### src/rtl/pong_match_if.sv
// Signal bundle between the match controller and the game/display side.
// The slave modport is the controller; the master modport is the game/display side.
interface pong_match_if #(
    parameter int X_POS_W = 10,
    parameter int SCORE_W = 4
);
    logic               new_frame_i;
    logic               start_i;
    logic               pause_i;
    logic [X_POS_W-1:0] ball_x_i;
    logic               play_en_o;
    logic               ball_serve_o;
    logic               serve_dir_o;
    logic [SCORE_W-1:0] score_l_o;
    logic [SCORE_W-1:0] score_r_o;
    logic               game_over_o;
    logic               winner_o;

    modport master (
        output new_frame_i, start_i, pause_i, ball_x_i,
        input  play_en_o, ball_serve_o, serve_dir_o, score_l_o, score_r_o,
               game_over_o, winner_o
    );

    modport slave (
        input  new_frame_i, start_i, pause_i, ball_x_i,
        output play_en_o, ball_serve_o, serve_dir_o, score_l_o, score_r_o,
               game_over_o, winner_o
    );
endinterface

### src/rtl/pong_match_ctrl.sv
// Pong match flow: attract, serve countdown, play, pause and game over,
// with score keeping and gating of ball motion.
module pong_match_ctrl #(
    parameter int X_POS_W      = 10,
    parameter int GOAL_L       = 0,
    parameter int GOAL_R       = 632,
    parameter int WIN_SCORE    = 7,
    parameter int SCORE_W      = 4,
    parameter int SERVE_FRAMES = 60
) (
    input  logic         clk_i,
    input  logic         rst_i,
    pong_match_if.slave  m_if
);
    localparam int CNT_W = $clog2(SERVE_FRAMES + 1);
    localparam logic [X_POS_W-1:0] GOAL_L_C = X_POS_W'(GOAL_L);
    localparam logic [X_POS_W-1:0] GOAL_R_C = X_POS_W'(GOAL_R);
    localparam logic [SCORE_W-1:0] WIN_C    = SCORE_W'(WIN_SCORE);
    localparam logic [CNT_W-1:0]   LOAD_C   = CNT_W'(SERVE_FRAMES);

    typedef enum logic [2:0] {ST_IDLE, ST_SERVE, ST_PLAY, ST_PAUSE, ST_OVER} state_t;

    state_t             state_q, state_d;
    logic [CNT_W-1:0]   cnt_q, cnt_d;
    logic [SCORE_W-1:0] score_l_q, score_l_d, score_r_q, score_r_d;
    logic               serve_dir_q, serve_dir_d;
    logic               winner_q, winner_d;
    logic               play_en_q, play_en_d;
    logic               ball_serve_q, ball_serve_d;
    logic               game_over_q, game_over_d;
    logic               start_prev_q, pause_prev_q;

    logic               start_press, pause_press, goal_l, goal_r;
    logic [SCORE_W-1:0] score_l_inc, score_r_inc;

    // Previous-value registers reset to 1 so a key held through reset is not a press.
    assign start_press = m_if.start_i & ~start_prev_q;
    assign pause_press = m_if.pause_i & ~pause_prev_q;
    assign goal_l      = m_if.new_frame_i && (m_if.ball_x_i <= GOAL_L_C);
    assign goal_r      = m_if.new_frame_i && (m_if.ball_x_i >= GOAL_R_C);
    assign score_l_inc = score_l_q + SCORE_W'(1);
    assign score_r_inc = score_r_q + SCORE_W'(1);

    always_comb begin
        state_d     = state_q;
        cnt_d       = cnt_q;
        score_l_d   = score_l_q;
        score_r_d   = score_r_q;
        serve_dir_d = serve_dir_q;
        winner_d    = winner_q;
        case (state_q)
            ST_IDLE, ST_OVER: begin
                if (start_press) begin
                    score_l_d   = '0;
                    score_r_d   = '0;
                    serve_dir_d = 1'b1;
                    cnt_d       = LOAD_C;
                    state_d     = ST_SERVE;
                end
            end
            ST_SERVE: begin
                if (m_if.new_frame_i) begin
                    cnt_d = cnt_q - CNT_W'(1);
                    if (cnt_q == CNT_W'(1)) state_d = ST_PLAY;
                end
            end
            ST_PLAY: begin
                // A goal takes precedence over a pause press in the same cycle.
                if (goal_l) begin
                    score_r_d   = score_r_inc;
                    serve_dir_d = 1'b0;
                    if (score_r_inc == WIN_C) begin
                        winner_d = 1'b1;
                        state_d  = ST_OVER;
                    end else begin
                        cnt_d   = LOAD_C;
                        state_d = ST_SERVE;
                    end
                end else if (goal_r) begin
                    score_l_d   = score_l_inc;
                    serve_dir_d = 1'b1;
                    if (score_l_inc == WIN_C) begin
                        winner_d = 1'b0;
                        state_d  = ST_OVER;
                    end else begin
                        cnt_d   = LOAD_C;
                        state_d = ST_SERVE;
                    end
                end else if (pause_press) begin
                    state_d = ST_PAUSE;
                end
            end
            ST_PAUSE: begin
                if (pause_press) state_d = ST_PLAY;
            end
            default: state_d = ST_IDLE;
        endcase
        play_en_d    = (state_d == ST_PLAY);
        ball_serve_d = (state_q == ST_SERVE) && (state_d == ST_PLAY);
        game_over_d  = (state_d == ST_OVER);
    end

    always_ff @(posedge clk_i) begin
        if (rst_i) begin
            state_q      <= ST_IDLE;
            cnt_q        <= '0;
            score_l_q    <= '0;
            score_r_q    <= '0;
            serve_dir_q  <= 1'b1;
            winner_q     <= 1'b0;
            play_en_q    <= 1'b0;
            ball_serve_q <= 1'b0;
            game_over_q  <= 1'b0;
            start_prev_q <= 1'b1;
            pause_prev_q <= 1'b1;
        end else begin
            state_q      <= state_d;
            cnt_q        <= cnt_d;
            score_l_q    <= score_l_d;
            score_r_q    <= score_r_d;
            serve_dir_q  <= serve_dir_d;
            winner_q     <= winner_d;
            play_en_q    <= play_en_d;
            ball_serve_q <= ball_serve_d;
            game_over_q  <= game_over_d;
            start_prev_q <= m_if.start_i;
            pause_prev_q <= m_if.pause_i;
        end
    end

    assign m_if.play_en_o    = play_en_q;
    assign m_if.ball_serve_o = ball_serve_q;
    assign m_if.serve_dir_o  = serve_dir_q;
    assign m_if.score_l_o    = score_l_q;
    assign m_if.score_r_o    = score_r_q;
    assign m_if.game_over_o  = game_over_q;
    assign m_if.winner_o     = winner_q;
endmodule

### src/flat_wrapper.sv
// flat-port wrapper written by rule: the top's interface ports become plain ports
module pong_match_ctrl_flat 
#(
    parameter int X_POS_W      = 10,
    parameter int GOAL_L       = 0,
    parameter int GOAL_R       = 632,
    parameter int WIN_SCORE    = 7,
    parameter int SCORE_W      = 4,
    parameter int SERVE_FRAMES = 60
)
  (clk_i, rst_i, m_if_new_frame_i, m_if_start_i, m_if_pause_i, m_if_ball_x_i, m_if_play_en_o, m_if_ball_serve_o, m_if_serve_dir_o, m_if_score_l_o, m_if_score_r_o, m_if_game_over_o, m_if_winner_o);
  pong_match_if #(.X_POS_W(X_POS_W), .SCORE_W(SCORE_W)) m_if_i ();
  input  logic clk_i;
  input  logic rst_i;
  input wire logic [$bits(m_if_i.new_frame_i)-1:0] m_if_new_frame_i;
  input wire logic [$bits(m_if_i.start_i)-1:0] m_if_start_i;
  input wire logic [$bits(m_if_i.pause_i)-1:0] m_if_pause_i;
  input wire logic [$bits(m_if_i.ball_x_i)-1:0] m_if_ball_x_i;
  output wire logic [$bits(m_if_i.play_en_o)-1:0] m_if_play_en_o;
  output wire logic [$bits(m_if_i.ball_serve_o)-1:0] m_if_ball_serve_o;
  output wire logic [$bits(m_if_i.serve_dir_o)-1:0] m_if_serve_dir_o;
  output wire logic [$bits(m_if_i.score_l_o)-1:0] m_if_score_l_o;
  output wire logic [$bits(m_if_i.score_r_o)-1:0] m_if_score_r_o;
  output wire logic [$bits(m_if_i.game_over_o)-1:0] m_if_game_over_o;
  output wire logic [$bits(m_if_i.winner_o)-1:0] m_if_winner_o;
  assign m_if_i.new_frame_i = m_if_new_frame_i;
  assign m_if_i.start_i = m_if_start_i;
  assign m_if_i.pause_i = m_if_pause_i;
  assign m_if_i.ball_x_i = m_if_ball_x_i;
  assign m_if_play_en_o = m_if_i.play_en_o;
  assign m_if_ball_serve_o = m_if_i.ball_serve_o;
  assign m_if_serve_dir_o = m_if_i.serve_dir_o;
  assign m_if_score_l_o = m_if_i.score_l_o;
  assign m_if_score_r_o = m_if_i.score_r_o;
  assign m_if_game_over_o = m_if_i.game_over_o;
  assign m_if_winner_o = m_if_i.winner_o;
  pong_match_ctrl #(.X_POS_W(X_POS_W), .GOAL_L(GOAL_L), .GOAL_R(GOAL_R), .WIN_SCORE(WIN_SCORE), .SCORE_W(SCORE_W), .SERVE_FRAMES(SERVE_FRAMES)) u_core (.clk_i(clk_i), .rst_i(rst_i), .m_if(m_if_i));
endmodule
### config.mk
export PLATFORM = sky130hd
export DESIGN_NAME = pong_match_ctrl_flat
export DESIGN_NICKNAME = d
export VERILOG_FILES = /design/src/rtl/pong_match_if.sv /design/src/rtl/pong_match_ctrl.sv /design/src/flat_wrapper.sv
export SDC_FILE = /design/constraint.sdc
export NUM_CORES = 1
export LEC_CHECK = 0
export CAP_MARGIN = 10
export CORE_MARGIN = 3
export CORE_UTILIZATION = 40
export CTS_BUF_LIST = sky130_fd_sc_hd__clkbuf_4 sky130_fd_sc_hd__clkbuf_8
export CTS_CLUSTER_DIAMETER = 120
export DETAILED_ROUTE_END_ITERATION = 10
export PLACE_DENSITY = 0.61
export SLEW_MARGIN = 20
export SYNTH_ARGS = -nofsm -noshare
export SYNTH_HDL_FRONTEND = slang
export SYNTH_SLANG_ARGS = --single-unit
### constraint.sdc
create_clock -name clk_i -period 2.2 [get_ports clk_i]
set_input_delay 0.44 -clock clk_i [delete_from_list [all_inputs] [get_ports clk_i]]
set_output_delay 0.44 -clock clk_i [all_outputs]
set_load 0.03 [all_outputs]
After elaboration in Yosys (flattened, before gate mapping):

Cells that the tools add are included.

* flip-flop bits (word level): 24
* bits of input ports: 15
* output and inout port bits: 13
* logic and storage cells: 83

* add/sub/neg operators: 3
* $lt $le $gt $ge: 2
* eq/ne operators: 18
* mux-type cells: 31
* bitwise gates (word level): 4
* reduce and logical (&&, ||, !) cells: 14

Operator list (count)
* 2-to-1 mux 6 bit: 6
* 2-to-1 mux 3 bit: 9
* one-hot mux 6 bit (3 select lines): 1
* 2-to-1 mux 4 bit: 4
* one-hot mux 4 bit (2 select lines): 2
* one-hot mux 3 bit (4 select lines): 1
* >= comparator 10 bit, second input constant: 1
* less-or-equal comparator 10 x 1 -> 1 bit, second input constant: 1
* == test 3 x 2 -> 1 bit, second input constant: 3
* adder 4 x 1 -> 4 bit, second input constant: 2
* == test 4 x 3 -> 1 bit, second input constant: 2
* AND reduction 4 bit: 2
* 2-to-1 mux 1 bit: 7
* == test 3 bit, second input constant: 2
* == test 6 x 1 -> 1 bit, second input constant: 1
* != test 2 x 1 -> 1 bit, second input constant: 3
* != test 2 bit, second input constant: 3
* AND reduction 3 bit: 2
* AND reduction 6 bit: 1
* nonzero test 2 bit: 3
* subtractor 6 x 1 -> 6 bit, second input constant: 1
* == test 3 x 1 -> 1 bit, second input constant: 1
* logical AND 1 bit: 3
* logical NOT 3 bit: 1
* 8 further kinds: 10

Longest topological paths before layout:

Gate-level depths: netlist (run 1).

* depth in word-level cells: 8
* depth in mapped cells: 8
* gate-level depth less buffers: 8

Least setup slack after synthesis (run 1):

No wires, ideal clock.

* kind: register to register
* start: register u_core.score_l_q[0], in the netlist u_core.m_if.score_l_o[0]
* end: register u_core.cnt_q[2]
* library setup time: 0.091 ns
* arrival: 1.944 ns
* path slack: 0.165 ns
* cell stages (with the launch flop): 8
* period minus slack after synthesis: 2.035 ns
* cell sequence: dfxtp_1 -> ha_1 -> nor2b_1 -> a21oi_1 -> o221ai_1 -> a221oi_4 -> a21oi_1 -> a311oi_1

* word-level cells in the longest chain between the ends: 4

RTL lines
* start, declared: line pong_match_ctrl.sv:25 `logic [SCORE_W-1:0] score_l_q, score_l_d, score_r_q, score_r_d;`
* start signal, assigned: line pong_match_ctrl.sv:119 `score_l_q <= score_l_d;`
* adder 4 x 1 -> 4 bit: line pong_match_ctrl.sv:41 `assign score_l_inc = score_l_q + SCORE_W'(1);`
* == test 4 x 3 -> 1 bit: line pong_match_ctrl.sv:82 `if (score_l_inc == WIN_C) begin`
* != test 3 x 2 -> 1 bit (no line)
* AND reduction 6 bit (no line)
* end signal, assigned: line pong_match_ctrl.sv:118 `cnt_q <= cnt_d;`
* end, declared: line pong_match_ctrl.sv:24 `logic [CNT_W-1:0] cnt_q, cnt_d;`

Every way passes these cells.
A chain may end at the register's enable or synchronous reset.

Final worst setup path (run 1):

* start: input port m_if_ball_x_i[3]
* end: register u_core.cnt_q[2]

* word-level cells in the longest chain between the ends: 4
* elaborated cells on any way between the ends: 10
* those cells by class: 2 x order compare; 3 x eq/ne; 2 x mux; 3 x reduce/logical

RTL lines
* start, declared: line flat_wrapper.sv:18 `input wire logic [$bits(m_if_i.ball_x_i)-1:0] m_if_ball_x_i;`
* less-or-equal comparator 10 x 1 -> 1 bit / >= comparator 10 bit (equally long branches): line pong_match_ctrl.sv:39, pong_match_ctrl.sv:40
* logical AND 1 bit (on tied branches): line pong_match_ctrl.sv:39, pong_match_ctrl.sv:40
* != test 3 bit (no line), or another cell as far along
* AND reduction 6 bit (no line) / one-hot mux 6 bit (3 select lines) (equally long branches)

Several ways; a longest one is shown, not always the timed one.

==> impl_results.html, run 1 <==
<table>
<tr><th>Metric</th><th>Value</th></tr>
<tr><th colspan="2">CTS</th></tr>
<tr><td>Bufs on Longest Clock Path</td><td>2</td></tr>
<tr><td>Number of buffers created by CTS</td><td>3</td></tr>
<tr><td>Cell chosen for the clock root</td><td>sky130_fd_sc_hd__clkbuf_4</td></tr>
<tr><td>Cts-stage hold buffer count</td><td>0</td></tr>
<tr><td>CTS tree</td><td>done</td></tr>
<tr><td>Post-CTS repair timing setup buffer count</td><td>0</td></tr>
<tr><td>Clock sink total</td><td>24</td></tr>
<tr><td>CTS H-Tree Depth</td><td>1</td></tr>
<tr><td>Resized cells post-CTS</td><td>0</td></tr>
<tr><td>Worst-skew pair later-pin latency</td><td>between 0.3 and 0.4 ns</td></tr>
<tr><td>Clock Pin Slew Worst Setup and Hold Paths</td><td>0.13 ns</td></tr>
<tr><th colspan="2">Synthesis</th></tr>
<tr><td>Mapped Nets</td><td>184</td></tr>
<tr><td>Mapped Cells</td><td>163</td></tr>
<tr><td>Netlist area before placement</td><td>1320 um^2</td></tr>
<tr><td>Distinct cells, synth</td><td>37</td></tr>
<tr><td>Yosys warning count</td><td>0</td></tr>
<tr><td>Flip-flop and latch count after synthesis</td><td>24</td></tr>
<tr><td>Synth Area per Inst</td><td>8.12 um^2</td></tr>
<tr><td>Post-synthesis sequential area ratio</td><td>about 36%</td></tr>
<tr><th colspan="2">Timing</th></tr>
<tr><td>Final setup violation count</td><td>0</td></tr>
<tr><td>Final Hold Viols</td><td>0</td></tr>
<tr><td>Final period util</td><td>between 90% and 100%</td></tr>
<tr><td>Unrepaired setup endpoints after global routing</td><td>no</td></tr>
<tr><td>Peak clock frequency supported by timing</td><td>just under 500 MHz</td></tr>
<tr><td>Relative slew margins</td><td>between 70 and 80%</td></tr>
<tr><td>TNS Setup</td><td>0 ns</td></tr>
<tr><td>Minimum period implied by the final worst setup slack</td><td>2.06 ns</td></tr>
<tr><td>Skew final</td><td>0.00196 ns</td></tr>
<tr><td>Measured slew at the worst slew-check pin</td><td>0.398 ns</td></tr>
<tr><td>Count of final max-slew check failures</td><td>0</td></tr>
<tr><th colspan="2">Floorplanning</th></tr>
<tr><td>IO Pins</td><td>28</td></tr>
<tr><td>Vertical extent of the die</td><td>63.5 um</td></tr>
<tr><td>Floorplan row count</td><td>20</td></tr>
<tr><td>Effective utilization at floorplan</td><td>42.7%</td></tr>
<tr><td>Die area</td><td>approximately 4000 um^2</td></tr>
<tr><td>Area inside the core boundary</td><td>3100 um^2</td></tr>
<tr><td>Horiz. Die Dim</td><td>~64 um</td></tr>
<tr><th colspan="2">Worst setup path</th></tr>
<tr><td>Data arrival time of the critical path</td><td>2.29 ns</td></tr>
<tr><td>Critical path peak fanout</td><td>5</td></tr>
<tr><td>CP startpoint kind</td><td>input pin</td></tr>
<tr><td>Max stage delay on crit path</td><td>between 0.4 and 0.5 ns</td></tr>
<tr><td>Kind of capture point of the worst setup path</td><td>flip-flop</td></tr>
<tr><td>Critical Path, Cell by Cell</td><td>clkdlybuf4s50_1 -&gt; nor4_1 -&gt; nand4_1 -&gt; nor2b_1 -&gt; a221oi_4 -&gt; a21oi_1 -&gt; a311oi_1</td></tr>
<tr><td>Crit Path Category</td><td>in -&gt; reg</td></tr>
<tr><td>Slowest-stage cell, CP</td><td>sky130_fd_sc_hd__clkdlybuf4s50_1</td></tr>
<tr><td>Required time of the worst setup path</td><td>2.43 ns</td></tr>
<tr><td>Internal reg-to-reg setup slack</td><td>0.20 ns</td></tr>
<tr><th colspan="2">Routing</th></tr>
<tr><td>Number of design-rule violations left by the first detailed-router iteration</td><td>77</td></tr>
<tr><td>Routed wire per std cell</td><td>12.4 um</td></tr>
<tr><td>Number of routed nets with antenna violations</td><td>0</td></tr>
<tr><td>DR DRC count</td><td>0</td></tr>
<tr><td>Final WL</td><td>about 3100 um</td></tr>
<tr><td>Via total after detailed routing</td><td>roughly 1.3k</td></tr>
<tr><td>Number of vias per cell after detailed routing</td><td>5.09</td></tr>
<tr><td>First-pass iteration count of the detailed router</td><td>4</td></tr>
<tr><th colspan="2">Power and ir drop</th></tr>
<tr><td>Overall Power</td><td>808 uW</td></tr>
<tr><td>Pwr per Cell Area</td><td>between 400 and 500 nW/um^2</td></tr>
<tr><td>Peak supply drop</td><td>257 uV</td></tr>
<tr><td>Leakage</td><td>0.000671 uW</td></tr>
<tr><th colspan="2">Global route</th></tr>
<tr><td>Antenna violations before repair</td><td>0</td></tr>
<tr><td>Overflow left after global routing</td><td>0</td></tr>
<tr><td>Met3 Resource Use GR</td><td>3.03%</td></tr>
<tr><td>Gr usage total</td><td>17.1%</td></tr>
<tr><td>Met2 track demand over resource in global routing</td><td>a little under a third</td></tr>
<tr><td>Most Crowded Layer GR</td><td>met2</td></tr>
<tr><td>Pin count of the biggest net entering global routing</td><td>21</td></tr>
<tr><td>Vias in the first global route</td><td>roughly 1.3k</td></tr>
<tr><td>Global-route wire length before repair</td><td>5700 um</td></tr>
<tr><td>Grt met1 use</td><td>between 20% and 30%</td></tr>
<tr><th colspan="2">Place</th></tr>
<tr><td>Final weighted congestion in routability-driven placement</td><td>0.810</td></tr>
<tr><td>Total cell area at the placement stage</td><td>1780 um^2</td></tr>
<tr><td>Count of input and output buffers</td><td>27</td></tr>
<tr><td>Instance count after placement with tap cells included</td><td>249</td></tr>
<tr><td>Detailed placement HPWL</td><td>2550 um</td></tr>
<tr><th colspan="2">Cells and area</th></tr>
<tr><td>Synthesis-to-layout area growth</td><td>37.1%</td></tr>
<tr><td>Antenna diode count</td><td>0</td></tr>
<tr><td>Most frequent cells in the layout</td><td>27 x sky130_fd_sc_hd__clkdlybuf4s50_1, 23 x sky130_fd_sc_hd__dfxtp_1, 20 x sky130_fd_sc_hd__buf_4</td></tr>
<tr><td>Share of post-route cells with drive strength above 1</td><td>14.4%</td></tr>
<tr><td>Finished layout cell area</td><td>between 1500 and 2000 um^2</td></tr>
<tr><td>Util after Layout</td><td>58.5%</td></tr>
<tr><td>Post-route insts no fill</td><td>roughly 250</td></tr>
<tr><td>Most common cell after layout, fill and taps aside</td><td>sky130_fd_sc_hd__clkdlybuf4s50_1</td></tr>
<tr><td>Net count, final</td><td>231</td></tr>
<tr><th colspan="2">Min path</th></tr>
<tr><td>Tightest Hold Check Type</td><td>reg -&gt; reg</td></tr>
<tr><th colspan="2">Status</th></tr>
<tr><td>Outcome</td><td>finished, final reports clean</td></tr>
<tr><th colspan="2">Flow run</th></tr>
<tr><td>Max-Cap Viols</td><td>0</td></tr>
</table>
cell type report:
cell class	count	area (um^2)
inverter	7	26.3
clock buffer	4	36.3
fill	319	1290
tap	44	55.1
timing repair buffer	47	420
sequential	24	482
multi-input combinational	127	795
worst paths after layout:
path | startpoint | to | cells past startpoint
max | m_if_ball_x_i[3] | u_core.cnt_q[2]$_SDFFE_PP0P_ | 7
min | u_core.m_if.serve_dir_o$_SDFFE_PP1P_ | u_core.m_if.serve_dir_o$_SDFFE_PP1P_ | 2
max reg2reg | u_core.m_if.score_l_o[0]$_SDFFE_PP0P_ | u_core.cnt_q[2]$_SDFFE_PP0P_ | 7
min reg2reg | u_core.m_if.serve_dir_o$_SDFFE_PP1P_ | u_core.m_if.serve_dir_o$_SDFFE_PP1P_ | 2
cells in the mapped netlist:
cell type	instances	area, um^2
sky130_fd_sc_hd__or2b_1	1	7.51
sky130_fd_sc_hd__nor4b_1	1	8.76
sky130_fd_sc_hd__a31oi_1	4	25.0
sky130_fd_sc_hd__a221oi_4	1	26.3
sky130_fd_sc_hd__nand2_1	12	45.0
sky130_fd_sc_hd__or3_1	5	31.3
sky130_fd_sc_hd__o31ai_1	1	7.51
sky130_fd_sc_hd__a2bb2oi_1	1	8.76
sky130_fd_sc_hd__o21ai_0	10	50.1
sky130_fd_sc_hd__and2_1	2	12.5
sky130_fd_sc_hd__nor3b_2	1	12.5
sky130_fd_sc_hd__nand3_1	2	10.0
sky130_fd_sc_hd__or2_2	2	12.5
sky130_fd_sc_hd__inv_1	7	26.3
sky130_fd_sc_hd__clkbuf_1	2	7.51
sky130_fd_sc_hd__nand4_1	3	18.8
sky130_fd_sc_hd__a21oi_1	16	80.1
sky130_fd_sc_hd__ha_1	6	75.1
sky130_fd_sc_hd__nor2b_1	8	50.1
sky130_fd_sc_hd__nor2_1	17	63.8
sky130_fd_sc_hd__and4_1	1	8.76
sky130_fd_sc_hd__nor3b_1	1	7.51
sky130_fd_sc_hd__or2_1	3	18.8
sky130_fd_sc_hd__nand2b_4	1	13.8
sky130_fd_sc_hd__nand4bb_1	1	11.3
sky130_fd_sc_hd__a211o_1	1	8.76
sky130_fd_sc_hd__o2111ai_1	1	8.76
sky130_fd_sc_hd__a21o_1	2	15.0
sky130_fd_sc_hd__o221ai_1	2	17.5
sky130_fd_sc_hd__nor4_1	1	6.26
sky130_fd_sc_hd__buf_2	3	15.0
sky130_fd_sc_hd__or3b_1	1	8.76
sky130_fd_sc_hd__nor3_1	5	25.0
sky130_fd_sc_hd__a311oi_1	3	26.3
sky130_fd_sc_hd__dfxtp_1	24	480
sky130_fd_sc_hd__a211oi_1	3	22.5
sky130_fd_sc_hd__nand2b_1	8	50.1
state kept, by name, summed over array words and instances (netlist names):
| signal | flops |
|---|---|
| u_core.start_prev_q | 1 |
| u_core.state_q | 3 |
| u_core.m_if.score_l_o | 4 |
| u_core.m_if.ball_serve_o | 1 |
| u_core.cnt_q | 6 |
| u_core.m_if.game_over_o | 1 |
| u_core.m_if.play_en_o | 1 |
| u_core.m_if.winner_o | 1 |
| u_core.m_if.serve_dir_o | 1 |
| u_core.m_if.score_r_o | 4 |
| u_core.pause_prev_q | 1 |
report_power, final:
part	switching [uW]	total [uW]	leakage [uW]	internal [uW]
Clock	135	236	0.0000210	101
Combinational	50.5	115	0.000455	64.1
Sequential	11.1	458	0.000195	446
routing by layer:
metal,vias to the layer above,routed length (um)
met4,0,14
met3,2,85
met1,596,1460
met2,13,1590
li1,678,-
met5,-,0
metrics by stage:
step	hold WS (ns)	worst slack [ns]
finish	0.478	0.142
global route	0.527	0.0119
CTS	0.484	0.164
detailed placement	0.451	-0.175
global placement	0.451	-0.121
floorplan	0.442	0.165
worst max-delay path: cells and delay by family:
kind / cells / cell delay [ns]
AO/OA/AOI/OAI: 3 / 0.76
buffers and inverters: 1 / 0.42
AND/OR/NAND/NOR: 3 / 0.67
cell families after synthesis:
| kind of cell | count (synthesis) | synth area share (%) |
|---|---|---|
| AOI/OAI and AO/OA | 45 | 22.4 |
| buffers and inverters | 12 | 3.69 |
| DFF | 24 | 36.3 |
| adders and majority gates | 6 | 5.67 |
| and+or+nand+nor | 76 | 31.9 |
Power figures use the tool's default switching activity.
==> run 2, diff against run 1 <==
--- a/config.mk
+++ b/config.mk
@@ -5,7 +5,7 @@
 export SDC_FILE = /design/constraint.sdc
 export NUM_CORES = 1
 export LEC_CHECK = 0
-export CAP_MARGIN = 10
+export CAP_MARGIN = 25
 export CORE_MARGIN = 3
 export CORE_UTILIZATION = 40
 export CTS_BUF_LIST = sky130_fd_sc_hd__clkbuf_4 sky130_fd_sc_hd__clkbuf_8
==> results of run 2 <==
Same layout as run 1: the final DEF is identical, and so are final timing and power.
==> run 3, diff against run 2 <==
--- a/config.mk
+++ b/config.mk
@@ -5,13 +5,14 @@
 export SDC_FILE = /design/constraint.sdc
 export NUM_CORES = 1
 export LEC_CHECK = 0
+export ABC_AREA = 1
 export CAP_MARGIN = 25
 export CORE_MARGIN = 3
 export CORE_UTILIZATION = 40
 export CTS_BUF_LIST = sky130_fd_sc_hd__clkbuf_4 sky130_fd_sc_hd__clkbuf_8
 export CTS_CLUSTER_DIAMETER = 120
 export DETAILED_ROUTE_END_ITERATION = 10
-export PLACE_DENSITY = 0.61
+export PLACE_DENSITY = 0.6
 export SLEW_MARGIN = 20
 export SYNTH_ARGS = -nofsm -noshare
 export SYNTH_HDL_FRONTEND = slang
==> impl_results.html, run 3 <==
<table>
<tr><th>Metric</th><th>Value</th></tr>
<tr><th colspan="2">Min path</th></tr>
<tr><td>Tightest Hold Check Type</td><td>reg -&gt; reg</td></tr>
<tr><td>Startpoint of the lowest-slack hold path</td><td>u_core.m_if.serve_dir_o$_SDFFE_PP1P_</td></tr>
<tr><td>Worst Hold Path Cells</td><td>2 (unchanged)</td></tr>
<tr><td>Sink of the worst hold path</td><td>u_core.m_if.serve_dir_o$_SDFFE_PP1P_</td></tr>
<tr><th colspan="2">Synthesis</th></tr>
<tr><td>Async S/R FF share, synth</td><td>0% (unchanged)</td></tr>
<tr><td>Number of synthesized flops with an enable pin</td><td>0 (unchanged)</td></tr>
<tr><td>Post-synthesis sequential area ratio</td><td>32.5% (-3.8 points)</td></tr>
<tr><td>Cell type with the highest aggregate area in the netlist</td><td>sky130_fd_sc_hd__dfxtp_1</td></tr>
<tr><td>Leading register cell type out of synthesis</td><td>sky130_fd_sc_hd__dfxtp_1</td></tr>
<tr><td>Share of the synthesized area in the top cell type</td><td>32.5% (-3.8 points)</td></tr>
<tr><td>Commonest cells in the netlist</td><td>58 x sky130_fd_sc_hd__nand2_1, 29 x sky130_fd_sc_hd__inv_1, 24 x sky130_fd_sc_hd__dfxtp_1, 24 x sky130_fd_sc_hd__nor2_1, 18 x sky130_fd_sc_hd__nand3_1</td></tr>
<tr><td>Synth Area per Inst</td><td>6.55 um^2 (-19%)</td></tr>
<tr><td>Flip-flop and latch count after synthesis</td><td>24 (unchanged)</td></tr>
<tr><td>Library cell with the highest instance count after synthesis</td><td>sky130_fd_sc_hd__nand2_1</td></tr>
<tr><td>Mapped Cells</td><td>226 (+39%)</td></tr>
<tr><td>Top post-synthesis cells by area</td><td>sky130_fd_sc_hd__dfxtp_1 32%, sky130_fd_sc_hd__nand2_1 15%, sky130_fd_sc_hd__inv_1 7.4%</td></tr>
<tr><td>Mapped Nets</td><td>247 (+34%)</td></tr>
<tr><td>Netlist area before placement</td><td>1480 um^2 (+12%)</td></tr>
<tr><td>Yosys warning count</td><td>0 (unchanged)</td></tr>
<tr><td>Distinct cells, synth</td><td>28 (-24%)</td></tr>
<tr><th colspan="2">Timing</th></tr>
<tr><td>Final setup violation count</td><td>0 (unchanged)</td></tr>
<tr><td>Final period util</td><td>84.4% (-9.1 points)</td></tr>
<tr><td>Skew final</td><td>0.00437 ns (+0.00241 ns)</td></tr>
<tr><td>Measured slew at the worst slew-check pin</td><td>0.309 ns (-0.0896 ns)</td></tr>
<tr><td>Unrepaired setup endpoints after global routing</td><td>no</td></tr>
<tr><td>Peak clock frequency supported by timing</td><td>538 MHz (+11%)</td></tr>
<tr><td>Minimum period implied by the final worst setup slack</td><td>1.86 ns (-0.200 ns)</td></tr>
<tr><td>TNS Setup</td><td>0 ns (unchanged)</td></tr>
<tr><td>Count of final max-slew check failures</td><td>0 (unchanged)</td></tr>
<tr><td>Final Hold Viols</td><td>0 (unchanged)</td></tr>
<tr><td>Relative slew margins</td><td>79.4% (+6.2 points)</td></tr>
<tr><th colspan="2">Worst setup path</th></tr>
<tr><td>Internal reg-to-reg setup slack</td><td>0.58 ns (+0.38 ns)</td></tr>
<tr><td>CP startpoint kind</td><td>flip-flop</td></tr>
<tr><td>Dominant delay contributor by cell family on the critical path</td><td>buffers and inverters</td></tr>
<tr><td>Slowest-stage cell, CP</td><td>sky130_fd_sc_hd__clkdlybuf4s50_1</td></tr>
<tr><td>Critical Path, Cell by Cell</td><td>clkdlybuf4s50_1</td></tr>
<tr><td>Kind of capture point of the worst setup path</td><td>output pin</td></tr>
<tr><td>Worst R2R End</td><td>u_core.cnt_q[1]$_SDFFE_PP0P_</td></tr>
<tr><td>FF-to-FF path depth</td><td>12 (+5)</td></tr>
<tr><td>Critical path peak fanout</td><td>6 (+1)</td></tr>
<tr><td>Max stage delay on crit path</td><td>0.71 ns (+0.29 ns)</td></tr>
<tr><td>Reg-to-Reg Start</td><td>u_core.m_if.score_l_o[1]$_SDFFE_PP0P_</td></tr>
<tr><td>Data arrival time of the critical path</td><td>1.42 ns (-0.87 ns)</td></tr>
<tr><td>Worst path bufs/invs</td><td>1 (unchanged)</td></tr>
<tr><td>Crit Path Category</td><td>reg -&gt; out</td></tr>
<tr><td>Required time of the worst setup path</td><td>1.76 ns (-0.67 ns)</td></tr>
<tr><th colspan="2">Flow run</th></tr>
<tr><td>Max-Cap Viols</td><td>0 (unchanged)</td></tr>
<tr><th colspan="2">Routing</th></tr>
<tr><td>DR DRC count</td><td>0 (unchanged)</td></tr>
<tr><td>Via total after detailed routing</td><td>1393 (+8.1%)</td></tr>
<tr><td>First-pass iteration count of the detailed router</td><td>4 (unchanged)</td></tr>
<tr><td>Final WL</td><td>3230 um (+2.7%)</td></tr>
<tr><td>Number of design-rule violations left by the first detailed-router iteration</td><td>64 (-17%)</td></tr>
<tr><td>Number of vias per cell after detailed routing</td><td>4.60 (-9.8%)</td></tr>
<tr><td>Routed wire per std cell</td><td>10.7 um (-14%)</td></tr>
<tr><td>Number of routed nets with antenna violations</td><td>0 (unchanged)</td></tr>
<tr><th colspan="2">CTS</th></tr>
<tr><td>Cell chosen for the clock root</td><td>sky130_fd_sc_hd__clkbuf_8</td></tr>
<tr><td>Resized cells post-CTS</td><td>0 (unchanged)</td></tr>
<tr><td>Bufs on Longest Clock Path</td><td>2 (unchanged)</td></tr>
<tr><td>CTS H-Tree Depth</td><td>1 (unchanged)</td></tr>
<tr><td>Post-CTS repair timing setup buffer count</td><td>0 (unchanged)</td></tr>
<tr><td>Clock Pin Slew Worst Setup and Hold Paths</td><td>0.09 ns (-0.04 ns)</td></tr>
<tr><td>CTS tree</td><td>done</td></tr>
<tr><td>Clock sink total</td><td>24 (unchanged)</td></tr>
<tr><td>Cts-stage hold buffer count</td><td>0 (unchanged)</td></tr>
<tr><td>Number of buffers created by CTS</td><td>3 (unchanged)</td></tr>
<tr><td>Worst-skew pair later-pin latency</td><td>0.27 ns (-0.04 ns)</td></tr>
<tr><th colspan="2">Power and ir drop</th></tr>
<tr><td>Leakage</td><td>0.000825 uW (+23%)</td></tr>
<tr><td>Overall Power</td><td>1100 uW (+36%)</td></tr>
<tr><td>Pwr per Cell Area</td><td>585 nW/um^2 (+31%)</td></tr>
<tr><td>Peak supply drop</td><td>252 uV (-2.2%)</td></tr>
<tr><th colspan="2">Cells and area</th></tr>
<tr><td>Net count, final</td><td>279 (+21%)</td></tr>
<tr><td>Biggest register</td><td>u_core.cnt_q</td></tr>
<tr><td>Most common cell after layout, fill and taps aside</td><td>sky130_fd_sc_hd__nand2_1</td></tr>
<tr><td>Flip-flop count of the largest register after layout</td><td>6 (unchanged)</td></tr>
<tr><td>Post-route insts no fill</td><td>303 (+20%)</td></tr>
<tr><td>Share of post-route cells with drive strength above 1</td><td>12.1% (-2.3 points)</td></tr>
<tr><td>Util after Layout</td><td>54.7% (-3.8 points)</td></tr>
<tr><td>Synthesis-to-layout area growth</td><td>27.2%</td></tr>
<tr><td>Antenna diode count</td><td>0 (unchanged)</td></tr>
<tr><td>Most frequent cells in the layout</td><td>58 x sky130_fd_sc_hd__nand2_1, 29 x sky130_fd_sc_hd__inv_1, 27 x sky130_fd_sc_hd__clkdlybuf4s50_1</td></tr>
<tr><th colspan="2">Floorplanning</th></tr>
<tr><td>Effective utilization at floorplan</td><td>43.0% (+0.34 points)</td></tr>
<tr><td>Area inside the core boundary</td><td>3440 um^2 (+11%)</td></tr>
<tr><td>Die area</td><td>4470 um^2 (+11%)</td></tr>
<tr><td>Vertical extent of the die</td><td>66.8 um (+5.2%)</td></tr>
<tr><td>Horiz. Die Dim</td><td>66.8 um (+5.2%)</td></tr>
<tr><td>IO Pins</td><td>28 (unchanged)</td></tr>
<tr><td>Floorplan row count</td><td>21 (+5.0%)</td></tr>
<tr><th colspan="2">Global route</th></tr>
<tr><td>Vias in the first global route</td><td>1262 (-2.1%)</td></tr>
<tr><td>Global-route wire length before repair</td><td>5730 um (+0.60%)</td></tr>
<tr><td>Gr usage total</td><td>16.7% (-0.42 points)</td></tr>
<tr><td>Overflow left after global routing</td><td>0 (unchanged)</td></tr>
<tr><td>Antenna violations before repair</td><td>0 (unchanged)</td></tr>
<tr><td>Pin count of the biggest net entering global routing</td><td>15 (-29%)</td></tr>
<tr><th colspan="2">Place</th></tr>
<tr><td>Detailed placement HPWL</td><td>2500 um (-1.9%)</td></tr>
<tr><td>Final weighted congestion in routability-driven placement</td><td>0.855 (+5.6%)</td></tr>
<tr><td>Instance count after placement with tap cells included</td><td>299 (+20%)</td></tr>
<tr><td>Count of input and output buffers</td><td>27 (unchanged)</td></tr>
<tr><th colspan="2">Status</th></tr>
<tr><td>Outcome</td><td>finished, final reports clean</td></tr>
</table>
-- run 3: cell types whose count changed after synthesis, moves of 5 or more --
cell / previous run / this run
sky130_fd_sc_hd__nand2_1: 12 / 58
sky130_fd_sc_hd__or3_1: 5 / 0
sky130_fd_sc_hd__nor2b_1: 8 / 0
sky130_fd_sc_hd__inv_2: 0 / 7
sky130_fd_sc_hd__nand3_1: 2 / 18
sky130_fd_sc_hd__inv_1: 7 / 29
sky130_fd_sc_hd__nor2_1: 17 / 24
sky130_fd_sc_hd__nand2b_1: 8 / 0
-- run 3: layout make-up --
class,instances,area (um^2)
Fill cell,328,1560
Multi-Input combinational cell,162,840
Sequential cell,24,480
Timing Repair Buffer,28,278
Inverter,39,156
Tap cell,46,57.6
Clock buffer,3,41.3
Clock inverter,1,30.0
-- run 3: layer usage --
metal	routed length, um	GRT usage [%]	up-vias
met5	0	0	-
met3	164	2.70	3
met1	1580	22.1	573
met4	32	6.35	0
li1	-	-	780
met2	1450	26.9	37
-- run 3: how the worst max path moves through the flow --
stage                                     startpoint                           end  slack [ns]  cells after the start
6_report       u_core.m_if.score_r_o[2]$_SDFFE_PP0P_             m_if_score_r_o[2]        0.34                      1
5_1_grt                             m_if_ball_x_i[8]  u_core.cnt_q[1]$_SDFFE_PP0P_        0.28                     11
4_1_cts        u_core.m_if.score_r_o[2]$_SDFFE_PP0P_             m_if_score_r_o[2]        0.33                      1
3_5_place_dp                        m_if_ball_x_i[8]  u_core.cnt_q[1]$_SDFFE_PP0P_        0.17                     11
3_3_place_gp                        m_if_ball_x_i[4]  u_core.cnt_q[5]$_SDFFE_PP0P_        0.19                     10
2_1_floorplan  u_core.m_if.score_l_o[1]$_SDFFE_PP0P_  u_core.cnt_q[1]$_SDFFE_PP0P_        0.54                     12
-- run 3: worst reg2reg max path, stage by stage (launching register included) --
cell                      delay, ns
sky130_fd_sc_hd__dfxtp_1       0.44
sky130_fd_sc_hd__ha_1          0.20
sky130_fd_sc_hd__inv_1         0.04
sky130_fd_sc_hd__nand2_1       0.05
sky130_fd_sc_hd__nand2_1       0.06
sky130_fd_sc_hd__nor2_1        0.09
sky130_fd_sc_hd__nand2_1       0.09
sky130_fd_sc_hd__nand2_1       0.14
sky130_fd_sc_hd__nand3_4       0.15
sky130_fd_sc_hd__nand2_4       0.12
sky130_fd_sc_hd__nand2_1       0.05
sky130_fd_sc_hd__nand2_1       0.07
sky130_fd_sc_hd__nor2_2        0.03
-- run 3: logic make-up after synthesis --
family	share of synthesized area [%]
and+or+nand+nor	39.7
buffers and inverters	10.8
AOI/OAI and AO/OA	11.3
DFF	32.5
adders and majority gates	5.07
xor gates and xnor gates	0.592
-- run 3: through the flow --
stage	instance area, um^2	setup slack, ns	hold WS [ns]
2_1_floorplan	1480	0.543	0.449
3_3_place_gp	1810	0.187	0.442
3_5_place_dp	1810	0.169	0.453
4_1_cts	1880	0.326	0.477
5_1_grt	1880	0.279	0.504
6_report	1880	0.342	0.469
-- run 3: power by group --
| part | switching [uW] | leakage, uW | internal, uW |
|---|---|---|---|
| clock network | 152 | 0.0000357 | 244 |
| registers | 18.6 | 0.000196 | 458 |
| logic | 134 | 0.000594 | 96.0 |
